File: src/rtl/ram_dump_uart.sv
// Sweeps RAM port B addresses 0..DEPTH-1, waits out the read latency, and sends
// each byte as an 8N1 UART frame (LSB first). It is the readback path to a host.
//
// state   | meaning
// IDLE    | waiting for start; tx high
// ADDR    | address_b presented to the RAM for one cycle
// WAIT    | RD_LAT cycles of RAM read latency
// LOAD    | q_b captured into the shift register
// START   | start bit (tx low) for BAUD_DIV cycles
// DATA    | 8 data bits, BAUD_DIV cycles each, LSB first
// STOP    | stop bit (tx high) for BAUD_DIV cycles
// NEXT    | advance the address or finish the sweep
// DONE    | one-cycle done pulse; address returns to 0
module ram_dump_uart #(
  parameter int CLK_FREQ = 50_000_000,
  parameter int BAUD     = 115200,
  parameter int ADDR_W   = 10,
  parameter int DEPTH    = 1024,
  parameter int RD_LAT   = 2
) (
  input  logic              clk,
  input  logic              rst_n,
  input  logic              start,
  input  logic [7:0]        q_b,
  output logic [ADDR_W-1:0] address_b,
  output logic              wren_b,
  output logic              tx,
  output logic              busy,
  output logic              done
);

  localparam int BAUD_DIV = CLK_FREQ / BAUD;
  localparam int CNT_W    = $clog2(BAUD_DIV + 4);
  localparam logic [CNT_W-1:0]  BAUD_LAST = CNT_W'(BAUD_DIV - 1);
  localparam logic [CNT_W-1:0]  WAIT_LAST = CNT_W'(RD_LAT - 1);
  localparam logic [ADDR_W-1:0] ADDR_LAST = ADDR_W'(DEPTH - 1);

  typedef enum logic [3:0] {
    S_IDLE, S_ADDR, S_WAIT, S_LOAD, S_START, S_DATA, S_STOP, S_NEXT, S_DONE
  } state_t;

  state_t             state_q, state_d;
  logic [CNT_W-1:0]   cnt_q, cnt_d;
  logic [2:0]         bit_q, bit_d;
  logic [7:0]         shift_q, shift_d;
  logic [ADDR_W-1:0]  addr_q, addr_d;
  logic               tx_q, tx_d;

  always_ff @(posedge clk or negedge rst_n) begin
    if (!rst_n) begin
      state_q <= S_IDLE;
      cnt_q   <= '0;
      bit_q   <= '0;
      shift_q <= '0;
      addr_q  <= '0;
      tx_q    <= 1'b1;
    end else begin
      state_q <= state_d;
      cnt_q   <= cnt_d;
      bit_q   <= bit_d;
      shift_q <= shift_d;
      addr_q  <= addr_d;
      tx_q    <= tx_d;
    end
  end

  // One counter serves both the latency wait and the baud timer; it is
  // cleared on every state entry and at every data-bit boundary.
  always_comb begin
    state_d = state_q;
    cnt_d   = cnt_q + 1'b1;
    bit_d   = bit_q;
    shift_d = shift_q;
    addr_d  = addr_q;
    unique case (state_q)
      S_IDLE: begin
        cnt_d = '0;
        if (start) begin
          state_d = S_ADDR;
          addr_d  = '0;
        end
      end
      S_ADDR: begin
        state_d = S_WAIT;
        cnt_d   = '0;
      end
      S_WAIT: begin
        if (cnt_q == WAIT_LAST) begin
          state_d = S_LOAD;
          cnt_d   = '0;
        end
      end
      S_LOAD: begin
        shift_d = q_b;
        state_d = S_START;
        cnt_d   = '0;
      end
      S_START: begin
        if (cnt_q == BAUD_LAST) begin
          state_d = S_DATA;
          cnt_d   = '0;
          bit_d   = '0;
        end
      end
      S_DATA: begin
        if (cnt_q == BAUD_LAST) begin
          cnt_d   = '0;
          shift_d = {1'b0, shift_q[7:1]};
          if (bit_q == 3'd7) state_d = S_STOP;
          else               bit_d   = bit_q + 3'd1;
        end
      end
      S_STOP: begin
        if (cnt_q == BAUD_LAST) begin
          state_d = S_NEXT;
          cnt_d   = '0;
        end
      end
      S_NEXT: begin
        cnt_d = '0;
        if (addr_q == ADDR_LAST) begin
          state_d = S_DONE;
        end else begin
          addr_d  = addr_q + 1'b1;
          state_d = S_ADDR;
        end
      end
      S_DONE: begin
        cnt_d   = '0;
        addr_d  = '0;
        state_d = S_IDLE;
      end
      default: begin
        state_d = S_IDLE;
        cnt_d   = '0;
      end
    endcase

    // tx is registered from the next state so it switches exactly on the boundary
    tx_d = 1'b1;
    if (state_d == S_START)     tx_d = 1'b0;
    else if (state_d == S_DATA) tx_d = shift_d[0];
  end

  always_comb begin
    busy      = (state_q != S_IDLE) && (state_q != S_DONE);
    done      = (state_q == S_DONE);
    address_b = addr_q;
    wren_b    = 1'b0;
    tx        = tx_q;
  end

endmodule

File: config.mk
export PLATFORM = sky130hd
export DESIGN_NAME = ram_dump_uart
export DESIGN_NICKNAME = d
export VERILOG_FILES = /design/src/rtl/ram_dump_uart.sv
export SDC_FILE = /design/constraint.sdc
export NUM_CORES = 1
export LEC_CHECK = 0
export ABC_AREA = 1
export CAP_MARGIN = 20
export CORE_MARGIN = 8
export CORE_UTILIZATION = 38
export CTS_BUF_LIST = sky130_fd_sc_hd__clkbuf_8
export DETAILED_ROUTE_END_ITERATION = 10
export HOLD_SLACK_MARGIN = 0.02
export PLACE_DENSITY = 0.64
export REMOVE_ABC_BUFFERS = 1
export SLEW_MARGIN = 20
export SYNTH_ARGS = -nofsm -noshare
export SYNTH_HDL_FRONTEND = slang
export SYNTH_SLANG_ARGS = --single-unit
File: constraint.sdc
create_clock -name clk -period 2 [get_ports clk]
set_input_delay 0.4 -clock clk [delete_from_list [all_inputs] [get_ports clk]]
set_output_delay 0.4 -clock clk [all_outputs]
set_load 0.05 [all_outputs]
==> out/metrics.csv, run 1 <==
stage,metric,value,unit
floorplan,coreArea,5107,sq um
worst_setup_path,critPathArrivalTime,1.54,ns
power_and_ir_drop,p_per_area,529.4,nW/um^2
clocking,cts_made_buffers,5,
synthesis,synth.lib_cells_used.distinct,32,
synthesis,synthesized_netlist_cell_count,271,
layout,fillers,532,
timing,layout_worst_path_cycle_share,96.83,%
synthesis,netlist_area,2021,sq um
clocking,worstSkewPairLatency,0.30,ns
worst_hold_path,min-delay-path-class,register to register,
worst_setup_path,cp.buffers_inverters,1,
layout,drive_gt1_share,14.95,%
clocking,post_cts.resized_instances,0,
worst_setup_path,worst_path_max_delay_cell,sky130_fd_sc_hd__clkdlybuf4s50_1,
synthesis,synth_async_sr_flop_share,100.0,%
floorplan,die-height,88.92,microns
clocking,clock_tree.buffer_depth,2,
global_route,grt_start_max_net_pins,36,
synthesis,proportion_of_synthesized_area_in_mux_cells,0,%
timing,fin_tns_setup,0,ns
timing,timing_hold_violations_final,0,
worst_setup_path,timing.critical_path.slowest_cell_delay,0.83,ns
synthesis,synth_flop_cell,sky130_fd_sc_hd__dfrtp_1,
drt,via_count,1766,
worst_setup_path,critical_path.endpoint_type,output pin,
worst_setup_path,cp-start-kind,register,
worst_setup_path,worstPathRequired,1.60,ns
timing,setup_violations,0,
synthesis,synth_enable_flop_cells,0,
synthesis,synth-compound-area-share,9.845,%
timing,finalWorstPathRequiredPeriod,1.937,ns
power_and_ir_drop,peakVddDrop,0.2616,mV
global_route,grt_antenna_before_repair,0,
drt,avg_wl_per_cell,11.87,microns
placement,post-place-cells,363,
worst_setup_path,timing.critical_path.max_delay_family,buffers and inverters,
global_route,grt_first_pass_wirelength,7831,microns
timing,fin_ws,0.06340,ns
floorplan,dieArea,7907,sq um
power_and_ir_drop,totalPowerFinal,0.001269,W
drt,detail_route.vias_per_cell,4.760,
clocking,path_clk_slew,0.08,ns
synthesis,synth_seq_cells,35,
global_route,grt-ovfl-total,0,
drt,drtIter0Drc,118,
worst_setup_path,worstSetupPathType,register to output pin,
status,outcome,"finished, final reports clean",
timing,max_slew_margin,66.49,%
job,max_cap_viol_count,0,
clocking,cts_setup_buffers,0,
floorplan,rows,26,
floorplan,die_w,88.92,microns
floorplan,floorplan.initialDensity,39.56,%
placement,pre_cts_ws,0.3905,ns
floorplan,io_pins,25,
layout,num-nets-final,316,
clocking,cts_htree_levels,2,
placement,place_hpwl,3166,microns
drt,wl,4405,microns
global_route,grt_util_all_layers,12.71,%
drt,drt.antenna.violating_nets,0,
layout,layout.cells.non_filler,371,
layout,postLayoutCellArea,2397,sq um
timing,clock_skew,0.01406,ns
placement,port_buffers,23,
layout,area_growth_syn_to_layout,18.64,%
timing,final-max-slew-violation-count,0,
worst_setup_path,timing.critical_path.cells,clkdlybuf4s50_1,
clocking,clkSinkCount,35,
synthesis,largest_family_of_logic_cells_by_synthesized_area,simple AND/OR/NAND/NOR gates,
worst_setup_path,crit_fanout,5,
placement,place.gp.congestion,0.8348,
drt,drc,0,
synthesis,synth-warning-count,0,
placement,placed_cell_area,2312,sq um
synthesis,post_synthesis_xor_xnor_area_fraction,1.734,%
timing,grt_setup_unrepaired,no,
global_route,grt_pass1_vias,1745,
clocking,postCtsHoldBufs,0,
timing,worst-slew-pin-transition,0.5011,ns
layout,diode_count,0,
synthesis,mean_instance_size_in_the_synthesized_netlist,7.456,sq um
timing,fmax,516.4,MHz
synthesis,synth-adder-area-share,3.096,%
synthesis,ys_seq_area_share,43.41,%
synthesis,synth_simple_gate_area_share,34.49,%
power_and_ir_drop,power.leakage,1.176,nW
clocking,clk_root_buffer_cell,sky130_fd_sc_hd__clkbuf_8,
clocking,tritoncts,built,
drt,detail_route.first_pass.iterations,4,
==> worst register-to-register path, delay by kind of cell, from the launching register on <==
family                     cells  cell delay [ns]
DFF                            1             0.40
and+or+nand+nor                6             0.67
adders and majority gates      1             0.15
buffers and inverters          2             0.22
==> cell type report <==
| class | instances | area (sq um) | share of cell area (%) |
|---|---|---|---|
| clock buffers | 5 | 68.82 | 2.871 |
| clock inverters | 3 | 16.27 | 0.6785 |
| inverters | 32 | 120.1 | 5.010 |
| multi-input cells | 201 | 997.2 | 41.60 |
| flip-flops and latches | 35 | 877.1 | 36.59 |
| well taps | 70 | 87.58 | 3.653 |
| repair buffers | 25 | 230.2 | 9.603 |
==> synth_stat cells (3+ instances only) <==
| cell type | n | share of area, % |
|---|---|---|
| sky130_fd_sc_hd__a31oi_1 | 7 | 2.2 |
| sky130_fd_sc_hd__nor2_1 | 36 | 6.7 |
| sky130_fd_sc_hd__nand2_2 | 7 | 2.2 |
| sky130_fd_sc_hd__nand4_1 | 4 | 1.2 |
| sky130_fd_sc_hd__inv_1 | 28 | 5.2 |
| sky130_fd_sc_hd__nand2_1 | 86 | 16 |
| sky130_fd_sc_hd__nor2_2 | 3 | 0.93 |
| sky130_fd_sc_hd__a21oi_1 | 8 | 2.0 |
| sky130_fd_sc_hd__o21ai_1 | 3 | 0.74 |
| sky130_fd_sc_hd__inv_2 | 4 | 0.74 |
| sky130_fd_sc_hd__nand3_1 | 12 | 3.0 |
| sky130_fd_sc_hd__nor3_1 | 3 | 0.74 |
| sky130_fd_sc_hd__ha_1 | 5 | 3.1 |
| sky130_fd_sc_hd__dfrtp_1 | 34 | 42 |
| sky130_fd_sc_hd__o21ai_0 | 7 | 1.7 |
==> kinds of logic (layout without fill, tap and decap cells) <==
logic type      Yosys count  count (layout)
compound gates           33              33
simple gates            158             158
fa+ha+maj                 5               5
buf+inv                  35              65
flops                    35              35
other cells               1               1
xor+xnor                  4               4
==> flip-flops by register name, summed over array words and instances (netlist names) <==
name / flops
tx: 1
cnt_q: 9
state_q: 4
address_b: 10
bit_q: 3
shift_q: 8
==> power breakdown <==
part           leakage, nW  internal (W)  switching (W)
clock network       0.0453      0.000238       0.000261
registers            0.411      0.000716     0.00000421
logic                0.720     0.0000228      0.0000268
total                 1.18      0.000977       0.000292
==> metrics by stage <==
stage,utilization [%],hold slack (ns)
after global routing,46.94,0.4884
after detailed placement,45.27,0.4587
after CTS,46.94,0.4786
final,46.94,0.4750
after global placement,45.27,0.4581
after floorplan,-,0.1044
==> layer usage <==
layer / part of all wire, % / wire (microns) / vias to the layer above / track usage [%]
met2: 44 / 1951 / 31 / 20.35
met3: 5.7 / 251 / 6 / 4.228
met1: 48 / 2126 / 816 / 15.14
met5: 0 / 0 / - / 0
met4: 1.7 / 76 / 0 / 5.530
li1: - / - / 913 / -
==> placed cells by master, fill, tap and decap left out, drive strengths merged, types with 2 or more instances in the layout <==
cell type      synthesis  layout
a21oi                 10      10
a31oi                  7       7
buf                    3      13
clkbuf                 0       5
clkdlybuf4s50          0      12
dfrtp                 34      34
ha                     5       5
inv                   32      33
nand2                 94      94
nand3                 13      13
nand4                  4       4
nor2                  42      42
nor3                   3       3
o21ai                 12      12
o21bai                 2       2
xnor2                  2       2
xor2                   2       2
==> worst paths after layout <==
path,startpoint,to,slack (ns),cells past startpoint
max in group asynchronous,rst_n,tx$_DFF_PN1_,1.12,2
hold / removal,bit_q[1]$_DFFE_PN0P_,bit_q[1]$_DFFE_PN0P_,0.48,2
min in group asynchronous,rst_n,address_b[3]$_DFFE_PN0P_,0.52,2
hold reg to reg,bit_q[1]$_DFFE_PN0P_,bit_q[1]$_DFFE_PN0P_,0.48,2
setup reg to reg,cnt_q[1]$_DFF_PN0_,cnt_q[0]$_DFF_PN0_,0.47,9
setup / recovery,address_b[9]$_DFFE_PN0P_,address_b[9],0.06,1
(Power assumes the default switching activity.)
==> run 2, diff against run 1 <==
Settings changed: HOLD_SLACK_MARGIN 0.02 to default, SLEW_MARGIN 20 to default.
==> results of run 2 <==
The final DEF is identical to that of run 1; final timing and power are the same.
==> run 3, diff against run 2 <==
Settings changed: CORE_MARGIN 8 to 10, GPL_TIMING_DRIVEN from default to 0.
==> out/metrics.csv, run 3 (synthesized netlist as in run 1, its figures left out) <==
stage,metric,value,unit
worst_setup_path,timing.critical_path.cells,clkdlybuf4s50_1,
layout,final_cell_mix,"sky130_fd_sc_hd__nand2_1 (86), sky130_fd_sc_hd__nor2_1 (36), sky130_fd_sc_hd__dfrtp_1 (34)",
worst_setup_path,critical_path.endpoint_type,output pin,
drt,wl_met1,2201,microns
worst_setup_path,worst_path_max_delay_cell,sky130_fd_sc_hd__clkdlybuf4s50_1,
global_route,grt_start_max_net_pins,36,
worst_setup_path,timing.critical_path.max_delay_family,buffers and inverters,
placement,post-place-cells,361,
global_route,grt_antenna_before_repair,0,
worst_setup_path,crit_fanout,5,
status,outcome,"finished, final reports clean",
clocking,postCtsHoldBufs,0,
drt,top_layer_used,met4,
layout,drive_gt1_share,11.71,%
layout,diode_count,0,
drt,avg_wl_per_cell,11.78,microns
layout,fillers,544,
timing,fmax,514.6,MHz
layout,finish.utilization,47.20,%
clocking,clk_root_buffer_cell,sky130_fd_sc_hd__clkbuf_8,
clocking,cts_htree_levels,2,
timing,grt_setup_unrepaired,no,
timing,worst-slew-pin-transition,0.7909,ns
floorplan,die_w,92.92,microns
timing,final.hold.worst_slack,0.1963,ns
layout,num-nets-final,314,
clocking,path_clk_slew,0.08,ns
power_and_ir_drop,peakVddDrop,0.2894,mV
floorplan,die-height,92.92,microns
timing,setup_violations,0,
floorplan,rows,26,
power_and_ir_drop,p_per_area,577.5,nW/um^2
timing,layout_worst_path_cycle_share,97.17,%
placement,place.gp.congestion,0.8101,
worst_hold_path,min-delay-path-class,input pin to async pin,
global_route,grt_pass1_vias,1762,
timing,clock_skew,0.01128,ns
drt,route.met3.wl,242,microns
layout,layout.cells.non_filler,369,
drt,via_count,1710,
layout,largest_register_ffs,10,
drt,drt.antenna.violating_nets,0,
clocking,tritoncts,built,
worst_setup_path,worstPathRequired,1.60,ns
global_route,grt-ovfl-total,0,
power_and_ir_drop,power.leakage,1.191,nW
layout,area_growth_syn_to_layout,20.06,%
floorplan,io_pins,25,
global_route,grt_util_all_layers,11.13,%
placement,placed_cell_area,2307,sq um
timing,max_slew_margin,47.28,%
timing,finalWorstPathRequiredPeriod,1.943,ns
drt,detail_route.first_pass.iterations,5,
floorplan,floorplan.initialDensity,39.31,%
placement,place_hpwl,3189,microns
drt,wl,4347,microns
clocking,clkSinkCount,35,
global_route,grt_first_pass_wirelength,8010,microns
clocking,worstSkewPairLatency,0.29,ns
clocking,clock_tree.buffer_depth,2,
worst_setup_path,cp.buffers_inverters,1,
placement,port_buffers,23,
worst_setup_path,cp-start-kind,register,
layout,postLayoutCellArea,2426,sq um
drt,drtIter0Drc,54,
layout,layout_commonest_cell,sky130_fd_sc_hd__nand2_1,
floorplan,dieArea,8634,sq um
drt,drc,0,
timing,fin_tns_setup,0,ns
timing,final-max-slew-violation-count,0,
worst_setup_path,critPathArrivalTime,1.54,ns
clocking,cts_made_buffers,5,
worst_setup_path,worstSetupPathType,register to output pin,
timing,timing_hold_violations_final,0,
drt,detail_route.vias_per_cell,4.634,
worst_setup_path,timing.critical_path.slowest_cell_delay,0.83,ns
drt,detailroute.wirelength.met2,1835,microns
job,max_cap_viol_count,0,
floorplan,coreArea,5140,sq um
[run 3: cell types whose count changed in the layout (fill, tap and decap cells not counted), sizes merged]
cell,before,now
buf,13,1
dlygate4sd2,0,4
dlymetal6s2s,0,4
bufinv,0,1
clkdlybuf4s15,0,1
clkdlybuf4s50,12,13
clkinv,1,2
clkinvlp,1,0
inv,33,32
[run 3: worst reg2reg max path, delay by kind of cell (launching register included)]
kind / cells / cell delay (ns)
and+or+nand+nor: 6 / 0.67
AOI/OAI and AO/OA: 1 / 0.11
DFF: 1 / 0.48
adders and majority gates: 1 / 0.25
[run 3: through the flow]
step | setup slack [ns] | power [W]
4_1_cts | 0.008055 | 0.001428
3_5_place_dp | 0.04064 | 0.0007823
5_1_grt | 0.003115 | 0.001475
2_1_floorplan | 0.1271 | 0.0007454
6_report | 0.05664 | 0.001401
3_3_place_gp | -0.3435 | 0.0007831
[run 3: worst paths after layout]
path | startpoint | end | slack (ns) | cells past startpoint
setup / recovery | address_b[5]$_DFFE_PN0P_ | address_b[5] | 0.06 | 1
hold / removal | rst_n | state_q[0]$_DFF_PN0_ | 0.20 | 1
setup reg to reg | address_b[0]$_DFFE_PN0P_ | address_b[9]$_DFFE_PN0P_ | 0.37 | 8
hold reg to reg | state_q[3]$_DFF_PN0_ | state_q[1]$_DFF_PN0_ | 0.47 | 1
max in group asynchronous | rst_n | cnt_q[7]$_DFF_PN0_ | 1.30 | 1
min in group clk | state_q[3]$_DFF_PN0_ | state_q[1]$_DFF_PN0_ | 0.47 | 1
[run 3: power breakdown]
| part | total [W] | switching [W] | internal (W) |
|---|---|---|---|
| logic | 0.0000471 | 0.0000265 | 0.0000206 |
| registers | 0.000720 | 0.00000412 | 0.000716 |
| clock network | 0.000634 | 0.000263 | 0.000371 |
| total | 0.00140 | 0.000294 | 0.00111 |
[run 3: timing repair]
action                                  4_1_cts  5_1_grt
setup buffers                                 0        0
gates resized for setup                       7        4
endpoints found under the setup margin        5        4
[run 3: final cells by class]
| class | count | area, sq um | area share [%] |
|---|---|---|---|
| multi-input cells | 201 | 997.2 | 41.10 |
| flip-flops and latches | 35 | 877.1 | 36.15 |
| repair buffers | 23 | 231.5 | 9.541 |
| inverters | 32 | 120.1 | 4.951 |
| well taps | 70 | 87.58 | 3.610 |
| clock buffers | 5 | 68.82 | 2.837 |
| clock inverters | 3 | 43.79 | 1.805 |
[run 3: per-layer routing]
metal / global-route usage [%] / vias to the layer above
li1: - / 909
met1: 13.74 / 764
met2: 17.46 / 31
met3: 3.793 / 6
met4: 4.242 / 0
met5: 0 / -
